[config.mk]
export PLATFORM = sky130hd
export DESIGN_NAME = popcount_scheduler
export DESIGN_NICKNAME = d
export VERILOG_FILES = /design/src/rtl/popcount_scheduler.sv
export SDC_FILE = /design/constraint.sdc
export NUM_CORES = 1
export LEC_CHECK = 0
export ABC_AREA = 1
export CAP_MARGIN = 20
export CORE_AREA = 2 2 97 99
export DETAILED_ROUTE_END_ITERATION = 10
export DIE_AREA = 0 0 99 101
export GPL_TIMING_DRIVEN = 0
export PLACE_DENSITY_LB_ADDON = 0.08
export SYNTH_ARGS = -nofsm -noshare
export SYNTH_HDL_FRONTEND = slang
export SYNTH_SLANG_ARGS = --single-unit
[constraint.sdc]
create_clock -name clk -period 3.4 [get_ports clk]
set_clock_uncertainty 0.05 [all_clocks]
set_input_delay 0.51 -clock clk [delete_from_list [all_inputs] [get_ports clk]]
set_output_delay 0.51 -clock clk [all_outputs]
set_load 0.005 [all_outputs]
[src/rtl/popcount_scheduler.sv]
// rtl/popcount_scheduler.sv - round-robin scheduler sharing one serial popcount engine among R requesters
module popcount_scheduler #(
    parameter int R        = 4,
    parameter int ID_W     = (R > 1) ? $clog2(R) : 1,
    parameter int ENGINE_N = 32,
    parameter int TIMEOUT  = 64
) (
    input  logic            clk,
    input  logic            rst_n,
    input  logic [R-1:0]    req,
    input  logic [32*R-1:0] req_data,
    output logic [R-1:0]    gnt,
    output logic            cnt_load,
    output logic [31:0]     cnt_data,
    input  logic [5:0]      cnt_count,
    input  logic            cnt_done,
    output logic            res_valid,
    output logic [ID_W-1:0] res_id,
    output logic [5:0]      res_count,
    output logic            res_timeout,
    output logic            busy
);
    localparam int FLUSH_W = $clog2(ENGINE_N + 3);
    localparam int WD_W    = $clog2(TIMEOUT + 1);
    localparam logic [FLUSH_W-1:0] FLUSH_LAST = FLUSH_W'(ENGINE_N + 2);
    localparam logic [WD_W-1:0]    WD_LAST    = WD_W'(TIMEOUT - 1);
    localparam logic [ID_W-1:0]    LAST_ID    = ID_W'(R - 1);

    typedef enum logic [2:0] {
        S_FLUSH,
        S_IDLE,
        S_LOAD,
        S_WAIT,
        S_RESP
    } state_t;

    state_t             state;
    state_t             state_nxt;
    logic [ID_W-1:0]    ptr;
    logic [ID_W-1:0]    win_q;
    logic [FLUSH_W-1:0] flush_cnt;
    logic [WD_W-1:0]    wd_cnt;
    logic               wd_expired;

    logic               lo_found;
    logic               hi_found;
    logic [ID_W-1:0]    lo_idx;
    logic [ID_W-1:0]    hi_idx;
    logic               pick_found;
    logic [ID_W-1:0]    pick_idx;
    logic [31:0]        pick_data;

    // Rotating priority: lowest requester at or above ptr, else lowest overall.
    always_comb begin
        lo_found = 1'b0;
        hi_found = 1'b0;
        lo_idx   = '0;
        hi_idx   = '0;
        for (int i = R - 1; i >= 0; i--) begin
            if (req[i]) begin
                lo_found = 1'b1;
                lo_idx   = ID_W'(i);
            end
            if (req[i] && (ID_W'(i) >= ptr)) begin
                hi_found = 1'b1;
                hi_idx   = ID_W'(i);
            end
        end
        pick_found = lo_found;
        pick_idx   = hi_found ? hi_idx : lo_idx;
    end

    always_comb begin
        pick_data = '0;
        for (int i = 0; i < R; i++) begin
            if (pick_idx == ID_W'(i)) begin
                pick_data = req_data[32*i +: 32];
            end
        end
    end

    always_comb begin
        state_nxt  = state;
        wd_expired = (wd_cnt == WD_LAST);
        gnt        = '0;
        cnt_load   = (state == S_LOAD);
        res_valid  = (state == S_RESP);
        busy       = (state != S_IDLE);
        for (int i = 0; i < R; i++) begin
            gnt[i] = (state == S_LOAD) && (win_q == ID_W'(i));
        end
        case (state)
            S_FLUSH: if (flush_cnt == FLUSH_LAST) state_nxt = S_IDLE;
            S_IDLE:  if (pick_found) state_nxt = S_LOAD;
            S_LOAD:  state_nxt = S_WAIT;
            S_WAIT:  if (cnt_done || wd_expired) state_nxt = S_RESP;
            S_RESP:  state_nxt = S_IDLE;
            default: state_nxt = S_FLUSH;
        endcase
    end

    // The engine has no reset of its own, so FLUSH outlasts any job it may still be running.
    always_ff @(posedge clk or negedge rst_n) begin
        if (!rst_n) begin
            state       <= S_FLUSH;
            flush_cnt   <= '0;
            wd_cnt      <= '0;
            ptr         <= '0;
            win_q       <= '0;
            cnt_data    <= '0;
            res_id      <= '0;
            res_count   <= '0;
            res_timeout <= 1'b0;
        end else begin
            state <= state_nxt;
            case (state)
                S_FLUSH: flush_cnt <= flush_cnt + 1'b1;
                S_IDLE: begin
                    if (pick_found) begin
                        win_q    <= pick_idx;
                        cnt_data <= pick_data;
                    end
                end
                S_LOAD: wd_cnt <= '0;
                S_WAIT: begin
                    wd_cnt <= wd_cnt + 1'b1;
                    // A done arriving in the expiry cycle still delivers the real count.
                    if (cnt_done) begin
                        res_id      <= win_q;
                        res_count   <= cnt_count;
                        res_timeout <= 1'b0;
                    end else if (wd_expired) begin
                        res_id      <= win_q;
                        res_count   <= '0;
                        res_timeout <= 1'b1;
                    end
                end
                S_RESP: ptr <= (win_q == LAST_ID) ? '0 : win_q + 1'b1;
                default: ;
            endcase
        end
    end
endmodule

Yosys cells after proc, flatten, opt, wreduce, memory -nomap -nowiden
Index checks and enable logic that the tools add are counted.

cells by class
  mux-type cells = 33
  $lt $le $gt $ge = 4
  add/sub/neg operators = 3
  eq/ne operators = 16
  reductions and logical operators = 17

operators by type and width
  kind                                                               number
  2-to-1 mux 32 bit                                                  4
  2-to-1 mux 2 bit                                                   12
  one-hot mux 3 bit (5 select lines)                                 1
  one-hot mux 7 bit (2 select lines)                                 1
  2-to-1 mux 6 bit                                                   2
  2-to-1 mux 1 bit                                                   10
  2-to-1 mux 3 bit                                                   3
  == test 2 bit (second input constant)                              4
  logical AND 1 bit                                                  8
  adder 7 x 1 -> 7 bit (second input constant)                       1
  == test 7 x 6 -> 1 bit (second input constant)                     1
  adder 6 x 1 -> 6 bit (second input constant)                       1
  == test 3 x 2 -> 1 bit (second input constant)                     2
  == test 6 bit (second input constant)                              1
  != test 2 bit (second input constant)                              3
  == test 2 x 1 -> 1 bit (second input constant)                     2
  greater-or-equal comparator 1 x 2 -> 1 bit (first input constant)  2
  greater-or-equal comparator 2 bit (first input constant)           2
  zero test 2 bit                                                    2
  AND reduction 2 bit                                                2
  nonzero test 2 bit                                                 2
  == test 3 x 1 -> 1 bit (second input constant)                     1
  == test 3 bit (second input constant)                              1
  zero test 3 bit                                                    1
  other kinds (4)                                                    4

word-level totals
  register bits = 61
  input bits = 141
  logic and storage cells = 82
  output and inout port bits = 48

Longest topological paths before layout
Gate-level depths: netlist of the first run.

  word-level depth = 12
  gate-level depth with buffers = 13
  depth with buffers taken out = 12

Least setup slack after synthesis of the first run
Ideal clock, no wire load.

  kind = input to register
  start point = input port req[2]
  end point = register cnt_data[0]
  library setup time = 117 ps
  arrival = 1,406 ps
  slack = 1,827 ps
  path buffers = 1
  stages = 6
  data required time = 3,233 ps
  cells stage by stage = or2_1 > o21ai_2 > clkbuf_1 > nor2_1 > nand2_1 > nand2_1

between the ends
  word-level cells in the longest chain between the ends = 10
  elaborated cells between the ends (all ways) = 23
  classes of those cells = eq/ne: 3; mux: 17; reduce/logical: 3

ends and longest elaborated chain
  what                                                               RTL line  source
  from (decl)                                                        10        input logic [R-1:0] req,
  logical AND 1 bit                                                  64        if (req[i] && (ID_W'(i) >= ptr)) begin
  2-to-1 mux 2 bit or 2-to-1 mux 1 bit (tied branches) (3 in a row)  64
  2-to-1 mux 2 bit                                                   70        pick_idx = hi_found ? hi_idx : lo_idx;
  zero test 2 bit                                                    76        if (pick_idx == ID_W'(i)) begin
  2-to-1 mux 32 bit (4 in a row)                                     76
  to (signal assigned)                                               121       cnt_data <= pick_data;
  to (decl)                                                          14        output logic [31:0] cnt_data,

Several ways; a longest one is shown, not always the timed one.
A chain may end at the register's enable or synchronous reset.

Worst setup path after layout of the first run
  start point = register state[2]
  end point = output port gnt[1]

between the ends
  word-level cells in the longest chain between the ends = 2

ends and longest elaborated chain
  what                    RTL line  source
  from (decl)             37        state_t state;
  from (signal assigned)  115       state <= state_nxt;
  == test 3 x 2 -> 1 bit  90        gnt[i] = (state == S_LOAD) && (win_q == ID_W'(i));
  logical AND 1 bit       90
  to (decl)               12        output logic [R-1:0] gnt,

Every way passes these cells.

==> impl_results.md, run 1 <==
* Outcome: completed
* Total global-route track usage at 24.88%
* Clock Latency Late Sink at 0.33 ns
* CP max stage delay at between 0.5 and 0.6 ns
* R2r endpoint: res_count[3]$_DFFE_PN0P_
* Vias in the first global route at between 4000 and 5000
* Starting Density at about 43%
* Compound-Gate Fraction of Synth Area at 4.505%
* Resized cells post-CTS at 0
* Hold Fails Final Rpt at 0
* Int Pwr at roughly 2800 uW
* Routability cong. at ~0.85
* Netlist Area Pre-Place at roughly 0.0038 mm^2
* CTS tree: built
* Startpoint types: flip-flop
* H-Tree Depth at 3
* Worst endpoint required time at about 2.8 ns
* Syn Area/Cell at around 7.3 um^2
* RSZ-0062 raised after global routing: false
* Sw Share at 38.46%
* Grt ovf at 0
* Via/cell ratio at about 5.2
* Chip height at around 100 um
* Tcrit/Tclk final at around three quarters
* Final nets at just under 900
* P&R area growth vs syn at 59.75%
* XOR/XNOR Fraction of Synth Area at under 10%
* Drt initial violations at 169
* RR Startpoint: wd_cnt[0]$_DFFE_PN0P_
* Initial antenna violation count at 0
* Max-slew headroom at a little under 50%
* Reg2Reg Depth at 10
* Antenna Cells at 0
* Post-CTS Setup Inserts at 0
* Clock network power share at about a fifth
* CTS root buf: clkbuf_8
* Worst-path fanout max at 6
* Largest net degree at the start of global routing at 62
* Synthesized-area fraction occupied by adder cells at under 10%
* CP cell instances: inv_1 -> nand2_1 -> nor2_1 -> inv_1 -> nor2_1 -> clkdlybuf4s50_1
* Crit. Startpoint: state[2]$_DFFE_PN0P_
* Max-slew violations at 0
* Core area at ~0.009 mm^2
* Peak Freq at between 0.3 and 0.4 GHz
* First-pass detailed-route iteration total at 4
* DRC Markers at 0
* Clk buf depth at 2
* Worst Slack Setup Final at roughly 0.86 ns
* Yosys reg bits at 61
* Hold Buf Count CTS at 0
* Peak VDD IR at between 300 and 400 uV
* DIE AREA at approximately 0.01 mm^2
* Pwr/cell area at 734.5 mW/mm^2
* WL met3 at ~1100 um
* Yosys top cell by area: dfrtp_1
* Share of the synthesized area in the top cell type at between 30% and 40%
* Boundary pin count at between 150 and 200
* End of the critical path: gnt[1]
* FP Rows at 35
* Global-route wire length before repair at 19870 um
* Class of the most critical setup path: flip-flop to output pin
* Highest routed layer: met4
* Die width at 99 um
* Routed via count at ~4400
* Finish-stage setup viols at 0
* Comb power frac at 53.0%
* Utilization after layout at 68.20%
* Worst R2R Setup Slack at 1.74 ns
* Largest family of logic cells by synthesized area: simple AND/OR/NAND/NOR gates
* Distinct cells, synth at 30
* Total wire length at 12730 um
* Crit-path slowest cell: clkdlybuf4s50_1
* Static Leak at 0.002821 uW
* Non-Filler Instances at about 840
* Minimum clock period after layout at roughly 2.5 ns
* Fraction of layout cells with a size suffix above 1 at 10.53%
* Hold Crit Class: input port to async pin
* Met2 Wirelength at about 6400 um
* Synth area leaders: dfrtp_1, nand3_1, nand2_1
* ANT nets after route at 0
* Worst Setup End Kind: output pin
* Net Switching at roughly 1700 uW
* Simple-gate share of the synthesized area at 43.49%
* Ys Warns at 0
* CTS buffer count at 9
* Reg clk slew, reported paths at ~0.07 ns
* WL per Instance at ~15 um
* Multiplexer share of the synthesized area at 0%
* CTS sink count at between 60 and 70
* DRT met1 WL at slightly below 5000 um
* Max-cap violations at 0
* TNS Setup at 0 ns
* Least-Margin Pin Slew at between 0.7 and 0.8 ns
* Part of the power in registers at between 20 and 30%
* Post-DP HPWL at between 9000 and 10000 um
* Pre-CTS WS at about 0.95 ns
* Post-placement cell count at about 830
* Sequential area share after synthesis at about two fifths
* Port bufs at 188
* Mapped Cells at 527
* Synth Net Count at approximately 680
* CP arrival at between 1.5 and 2 ns
## cell type report
type                            count  area [um^2]
Inverter                           30        115.1
Fill cell                         780         2855
Clock buffer                       10        137.6
Clock inverter                      6        133.9
Tap cell                          111        138.9
Sequential cell                    61         1526
Timing Repair Buffer              188         1879
Multi-Input combinational cell    403         1979
Buffer                             33        211.5
## worst min path at each step
stage,endpoint,slack [ns],cells past startpoint,start
after global placement,cnt_data[26]$_DFFE_PN0P_,0.41,2,cnt_data[26]$_DFFE_PN0P_
after floorplan,cnt_data[0]$_DFFE_PN0P_,0.16,0,rst_n
final,wd_cnt[3]$_DFFE_PN0P_,0.18,1,rst_n
after global routing,wd_cnt[0]$_DFFE_PN0P_,0.25,1,rst_n
after detailed placement,cnt_data[8]$_DFFE_PN0P_,0.42,2,cnt_data[8]$_DFFE_PN0P_
after CTS,wd_cnt[3]$_DFFE_PN0P_,0.23,1,rst_n
## Yosys cell counts
cell type / number
nand2_1: 131
nand3_1: 103
nor2_1: 69
dfrtp_1: 61
nand4_1: 31
inv_1: 28
nor2_2: 20
buf_2: 16
o21ai_0: 14
buf_4: 10
a22o_1: 7
ha_1: 7
xor2_1: 5
buf_6: 4
clkbuf_1: 3
nand2_2: 3
a21oi_1: 2
a41oi_1: 1
inv_2: 1
inv_4: 1
nand2_8: 1
nand3_2: 1
nor2_4: 1
nor3_1: 1
nor3_2: 1
o21ai_2: 1
o22ai_1: 1
o31ai_1: 1
or2_1: 1
xnor2_1: 1
## critical path: cells and delay by family (launching register included)
| family | cells | cell delay [ns] |
|---|---|---|
| buf+inv | 3 | 0.77 |
| flops | 1 | 0.42 |
| simple gates | 3 | 0.47 |
## kinds of logic (layout without fill, tap and decap cells)
group                      after synthesis  count (layout)
AOI/OAI and AO/OA                       27              27
buffers and inverters                   63             267
adders and majority gates                7               7
xor gates and xnor gates                 6               6
DFF                                     61              61
and+or+nand+nor                        363             363
## cells in the final DEF, fill, tap and decap left out, drive strengths merged
cell / n
inv: 30
clkdlybuf4s50: 187
nor2: 90
clkinv: 2
a21oi: 2
o22ai: 1
ha: 7
xor2: 5
xnor2: 1
a22o: 7
nand4: 31
a41oi: 1
clkbuf: 13
o21ai: 15
bufinv: 4
buf: 31
or2: 1
dfrtp: 61
o31ai: 1
nand3: 104
nand2: 135
nor3: 2
## power by group through the flow
stage / sequential [uW] / clock [uW] / combinational [uW]
after floorplan: 1240 / 0 / 1310
after CTS: 1240 / 888 / 2400
final: 1240 / 875 / 2380
after global placement: 1230 / 0 / 2340
after detailed placement: 1240 / 0 / 2380
after global routing: 1280 / 925 / 2650
## metrics by stage
stage,power (uW),hold WS [ns],area (um^2)
floorplan,2554,0.1644,3832
global placement,3570,0.4112,5853
detailed placement,3626,0.4153,5851
CTS,4527,0.2330,6122
global route,4853,0.2530,6122
finish,4497,0.1836,6122
## flip-flops by register name (all words and copies together) (netlist names)
register,cells
cnt_data,32
wd_cnt,7
flush_cnt,6
res_count,6
state,3
ptr,2
res_id,2
win_q,2
res_timeout,1
## metal layers
layer	GRT usage, %	up-vias
li1	-	2137
met1	28.12	2036
met5	0	-
met3	6.796	27
met2	44.44	187
met4	10.01	0
Note: power is estimated with default switching activity, not from simulation.
==> inputs of run 2 (changes only) <==
--- a/config.mk
+++ b/config.mk
@@ -7,9 +7,9 @@
 export LEC_CHECK = 0
 export ABC_AREA = 1
 export CAP_MARGIN = 20
-export CORE_AREA = 2 2 97 99
+export CORE_AREA = 2 2 105 107
 export DETAILED_ROUTE_END_ITERATION = 10
-export DIE_AREA = 0 0 99 101
+export DIE_AREA = 0 0 107 109
 export GPL_TIMING_DRIVEN = 0
 export PLACE_DENSITY_LB_ADDON = 0.08
 export SYNTH_ARGS = -nofsm -noshare
==> constraint.sdc (replaced) <==
create_clock -name clk -period 2.2 [get_ports clk]
set_clock_uncertainty 0.05 [all_clocks]
set_input_delay 0.33 -clock clk [delete_from_list [all_inputs] [get_ports clk]]
set_output_delay 0.33 -clock clk [all_outputs]
set_load 0.005 [all_outputs]
==> impl_results.md, run 2 (synthesized netlist as in run 1, its figures left out) <==
* Outcome: completed
* Hold Crit Class: input port to async pin
* Part of the power in registers at roughly 29%
* Drt initial violations at 268
* Sw Share at 40.18%
* Net Switching at around 2700 uW
* Int Pwr at 4032 uW
* Clock Latency Late Sink at roughly 0.35 ns
* H-Tree Depth at 3
* Largest regs: cnt_data: 32 flops, wd_cnt: 7 flops
* Clock network power share at between 15 and 20%
* Reg clk slew, reported paths at ~0.070 ns
* Grt ovf at 0
* Tcrit/Tclk final at a little over nine tenths
* Total wire length at around 13000 um
* First-pass detailed-route iteration total at 5
* Class of the most critical setup path: flip-flop to output pin
* Vias in the first global route at between 4000 and 5000
* DIE AREA at between 0.01 and 0.015 mm^2
* Final nets at a little under 900
* Peak Freq at approximately 0.48 GHz
* CTS sink count at 61
* Max reg flops at 32
* Overall Power at approximately 6700 uW
* Fraction of layout cells with a size suffix above 1 at approximately 11%
* Starting Density at between 30% and 40%
* CP max stage delay at ~0.45 ns
* Comb power frac at about 55%
* CTS buffer count at 9
* Port bufs at 188
* Crit-path slowest cell: clkdlybuf4s50_1
* CP arrival at about 1.7 ns
* Hold Buf Count CTS at 0
* Most frequent cells in the layout: clkdlybuf4s50_1, nand2_1, nand3_1
* Post-DP HPWL at between 9000 and 10000 um
* Chip height at 109 um
* Max-slew headroom at a little under half
* Startpoint types: flip-flop
* Worst Slack Setup Final at 0.1071 ns
* Boundary pin count at roughly 190
* DRC Markers at 0
* CTS root buf: clkbuf_8
* Least-Margin Pin Slew at approximately 0.80 ns
* Max-slew violations at 0
* Pwr/cell area at approximately 1100 mW/mm^2
* Initial antenna violation count at 0
* Die width at ~110 um
* Worst Setup End Kind: output pin
* Minimum clock period after layout at 2.093 ns
* CTS tree: built
* Worst endpoint required time at ~1.8 ns
* WL per Instance at roughly 15 um
* Routed via count at approximately 4300
* Finish-stage setup viols at 0
* Routability cong. at 0.8452
* ANT nets after route at 0
* CP cell instances: buf_4 -> nor3_2 -> inv_1 -> clkdlybuf4s50_1
* Worst-path fanout max at 4
* Most common cell after layout, fill and taps aside: clkdlybuf4s50_1
* Total global-route track usage at 22.52%
* Hold Fails Final Rpt at 0
* Via/cell ratio at 4.945
* Biggest register: cnt_data
* P&R area growth vs syn at 60.10%
* RSZ-0062 raised after global routing: false
* Static Leak at 0.002877 uW
* Peak VDD IR at 449.4 uV
* Global-route wire length before repair at approximately 20000 um
* Largest net degree at the start of global routing at 62
* Max-cap violations at 0
* Core area at between 0.01 and 0.015 mm^2
* Pre-CTS WS at -0.08087 ns
* Clk buf depth at 2
* Antenna Cells at 0
* FP Rows at 38
run 2: layout make-up:
cell class / instances / area, um^2
Buffer: 33 / 211.5
Tap cell: 140 / 175.2
Clock buffer: 11 / 131.4
Multi-Input combinational cell: 403 / 1997
Timing Repair Buffer: 190 / 1904
Fill cell: 980 / 4467
Inverter: 30 / 115.1
Sequential cell: 61 / 1526
Clock inverter: 5 / 75.07
run 2: worst max-delay path, delay by kind of cell (launching register included):
family	cells	cell delay [ns]
buf+inv	3	0.67
flops	1	0.41
simple gates	1	0.28
run 2: repair_timing:
item                                   4_1_cts  5_1_grt
setup buffers                                1        1
setup endpoints to repair                    4        5
endpoints found under the hold margin        0        0
gates cloned                                 0        0
resized for setup                            6        5
pin swaps                                    1        0
run 2: final timing paths:
check                                          from                        to  slack, ns  cells past startpoint
setup / recovery               state[2]$_DFFE_PN0P_                      busy       0.11                      4
hold / removal                                rst_n     wd_cnt[2]$_DFFE_PN0P_       0.02                      1
setup reg to reg               state[2]$_DFFE_PN0P_   cnt_data[5]$_DFFE_PN0P_       0.46                      7
hold reg to reg            cnt_data[28]$_DFFE_PN0P_  cnt_data[28]$_DFFE_PN0P_       0.43                      2
max in group asynchronous                     rst_n   cnt_data[5]$_DFFE_PN0P_       1.56                      1
min in group clk           cnt_data[28]$_DFFE_PN0P_  cnt_data[28]$_DFFE_PN0P_       0.43                      2
run 2: per-stage QoR:
stage / TNS (ns) / area (um^2) / std cells / hold WS [ns] / utilization [%]
2_1_floorplan: 0 / 3832 / 527 / -0.01559 / -
3_3_place_gp: -82.40 / 5889 / 855 / 0.4116 / 55.55
3_5_place_dp: -1.253 / 5887 / 855 / 0.4145 / 55.52
4_1_cts: 0 / 6116 / 872 / 0.05670 / 57.68
5_1_grt: 0 / 6136 / 873 / 0.08554 / 57.87
6_report: 0 / 6136 / 873 / 0.02110 / 57.87
run 2: metal layers:
| metal | share of wire (%) | track usage, % | vias to the layer above |
|---|---|---|---|
| li1 | - | - | 2140 |
| met5 | 0 | 0 | - |
| met1 | 42 | 27.57 | 2003 |
| met3 | 7.5 | 6.396 | 9 |
| met4 | 1.2 | 6.772 | 0 |
| met2 | 50 | 38.67 | 165 |
run 2: power groups by stage:
stage	Clock, uW	Sequential [uW]	Combinational, uW
floorplan	0	1920	2030
detailed placement	0	1920	3710
global route	1180	1990	4160
global placement	0	1910	3660
finish	1110	1930	3710
CTS	1120	1930	3750
==> inputs of run 3 (changes only) <==
--- a/config.mk
+++ b/config.mk
@@ -8,6 +8,7 @@
 export ABC_AREA = 1
 export CAP_MARGIN = 20
 export CORE_AREA = 2 2 105 107
+export CTS_BUF_LIST = sky130_fd_sc_hd__clkbuf_8 sky130_fd_sc_hd__clkbuf_16
 export DETAILED_ROUTE_END_ITERATION = 10
 export DIE_AREA = 0 0 107 109
 export GPL_TIMING_DRIVEN = 0
==> impl_results.md, run 3 (synthesized netlist as in run 1, its figures left out) <==
* Port bufs at about 190
* Routability cong. at between 0.8 and 0.9
* Drt initial violations at about 270
* Max-slew violations at 0
* Static Leak at a little under 0.003 uW
* Pre-CTS WS at -0.08087 ns
* Clock Latency Late Sink at 0.34 ns
* H-Tree Depth at 3
* CP arrival at between 1.5 and 2 ns
* Fraction of layout cells with a size suffix above 1 at between 10% and 20%
* CTS root buf: clkbuf_8
* Fillcell total at just under 1000
* Startpoint types: flip-flop
* Pwr/cell area at around 1100 mW/mm^2
* Worst Slack Setup Final at approximately 0.11 ns
* Hold Buf Count CTS at 0
* Most frequent cells in the layout: clkdlybuf4s50_1, nand2_1, nand3_1
* Tcrit/Tclk final at between 90% and 100%
* Minimum clock period after layout at around 2.1 ns
* Hold Fails Final Rpt at 0
* Max-cap violations at 0
* Worst Setup End Kind: output pin
* Core area at 0.01060 mm^2
* RSZ-0062 raised after global routing: false
* Grt ovf at 0
* DIE AREA at about 0.012 mm^2
* Clk buf depth at 2
* Worst endpoint required time at about 1.8 ns
* Vias in the first global route at about 4200
* Worst-path fanout max at 4
* Boundary pin count at roughly 190
* Max-slew headroom at a little under half
* Antenna Cells at 0
* Chip height at 109 um
* Post-DP HPWL at between 9000 and 10000 um
* Total global-route track usage at between 20 and 25%
* Routed via count at roughly 4300
* Total wire length at between 10000 and 15000 um
* P&R area growth vs syn at 60.10%
* Largest regs: cnt_data: 32 flops, wd_cnt: 7 flops
* Seq. cell area at ~0.0015 mm^2
* CTS sink count at 61
* FP Rows at 38
* DRC Markers at 0
* Peak Freq at between 0.4 and 0.5 GHz
* Starting Density at a little over a third
* Initial antenna violation count at 0
* WL per Instance at approximately 15 um
* Class of the most critical setup path: flip-flop to output pin
* Hold Crit Class: input port to async pin
* Utilization after layout at around 58%
* Peak VDD IR at between 400 and 500 uV
* First-pass detailed-route iteration total at 5
* Max reg flops at 32
* Overall Power at 6731 uW
* Final nets at a little under 900
* Multi-input gate area at ~0.0020 mm^2
* Outcome: completed
* Most common cell after layout, fill and taps aside: clkdlybuf4s50_1
* Reg clk slew, reported paths at 0.07 ns
* ANT nets after route at 0
* TNS Setup at 0 ns
* Finish-stage setup viols at 0
* Via/cell ratio at between 4 and 5
* Crit. Startpoint: state[2]$_DFFE_PN0P_
* Largest net degree at the start of global routing at slightly above 60
* Die width at ~110 um
* Global-route wire length before repair at 20490 um
* Least-Margin Pin Slew at 0.8068 ns
* CTS tree: built
* CTS buffer count at 9
* RR Startpoint: state[2]$_DFFE_PN0P_
* Biggest register: cnt_data
==> run 3: final timing paths <==
check | endpoint | slack (ns) | depth (start not counted)
setup / recovery | busy | 0.11 | 4
hold / removal | wd_cnt[2]$_DFFE_PN0P_ | 0.03 | 1
setup reg to reg | cnt_data[5]$_DFFE_PN0P_ | 0.46 | 7
hold reg to reg | cnt_data[28]$_DFFE_PN0P_ | 0.43 | 2
max in group asynchronous | cnt_data[5]$_DFFE_PN0P_ | 1.55 | 1
min in group clk | cnt_data[28]$_DFFE_PN0P_ | 0.43 | 2
==> run 3: layout make-up <==
type                            count  area share, %
Multi-Input combinational cell    403          32.54
Timing Repair Buffer              190          31.04
Sequential cell                    61          24.88
Buffer                             33          3.446
Tap cell                          140          2.855
Clock buffer                        9          2.019
Inverter                           30          1.876
Clock inverter                      7          1.346
==> run 3: stage by stage <==
| stage | hold WS [ns] | area, um^2 | std cells |
|---|---|---|---|
| CTS | 0.05670 | 6116 | 872 |
| finish | 0.02578 | 6136 | 873 |
| detailed placement | 0.4145 | 5887 | 855 |
| global placement | 0.4116 | 5889 | 855 |
| global route | 0.08554 | 6136 | 873 |
| floorplan | -0.01559 | 3832 | 527 |
==> run 3: worst max-delay path: stages (launching register included) <==
cell and delay (ns):
dfrtp_1 0.41, buf_4 0.15, nor3_2 0.28, inv_1 0.07, clkdlybuf4s50_1 0.45
==> run 3: report_power, final <==
part           internal (uW)  total, uW  switching, uW
Combinational           1800       3710           1910
Sequential              1600       1930            324
Clock                    624       1100            472
Total                   4020       6730           2710
==> run 3: routing by layer <==
| metal | track usage, % | vias up | part of all wire, % |
|---|---|---|---|
| met5 | 0 | - | 0 |
| met4 | 6.772 | 0 | 1.1 |
| met3 | 6.396 | 12 | 7.2 |
| met2 | 38.67 | 162 | 49 |
| met1 | 27.57 | 2012 | 42 |
| li1 | - | 2140 | - |
==> run 3: repair_timing <==
action                                  in CTS  in global routing
pin swaps                                    1                  0
setup buffers                                1                  1
endpoints found under the setup margin       4                  5
gates resized for setup                      6                  5
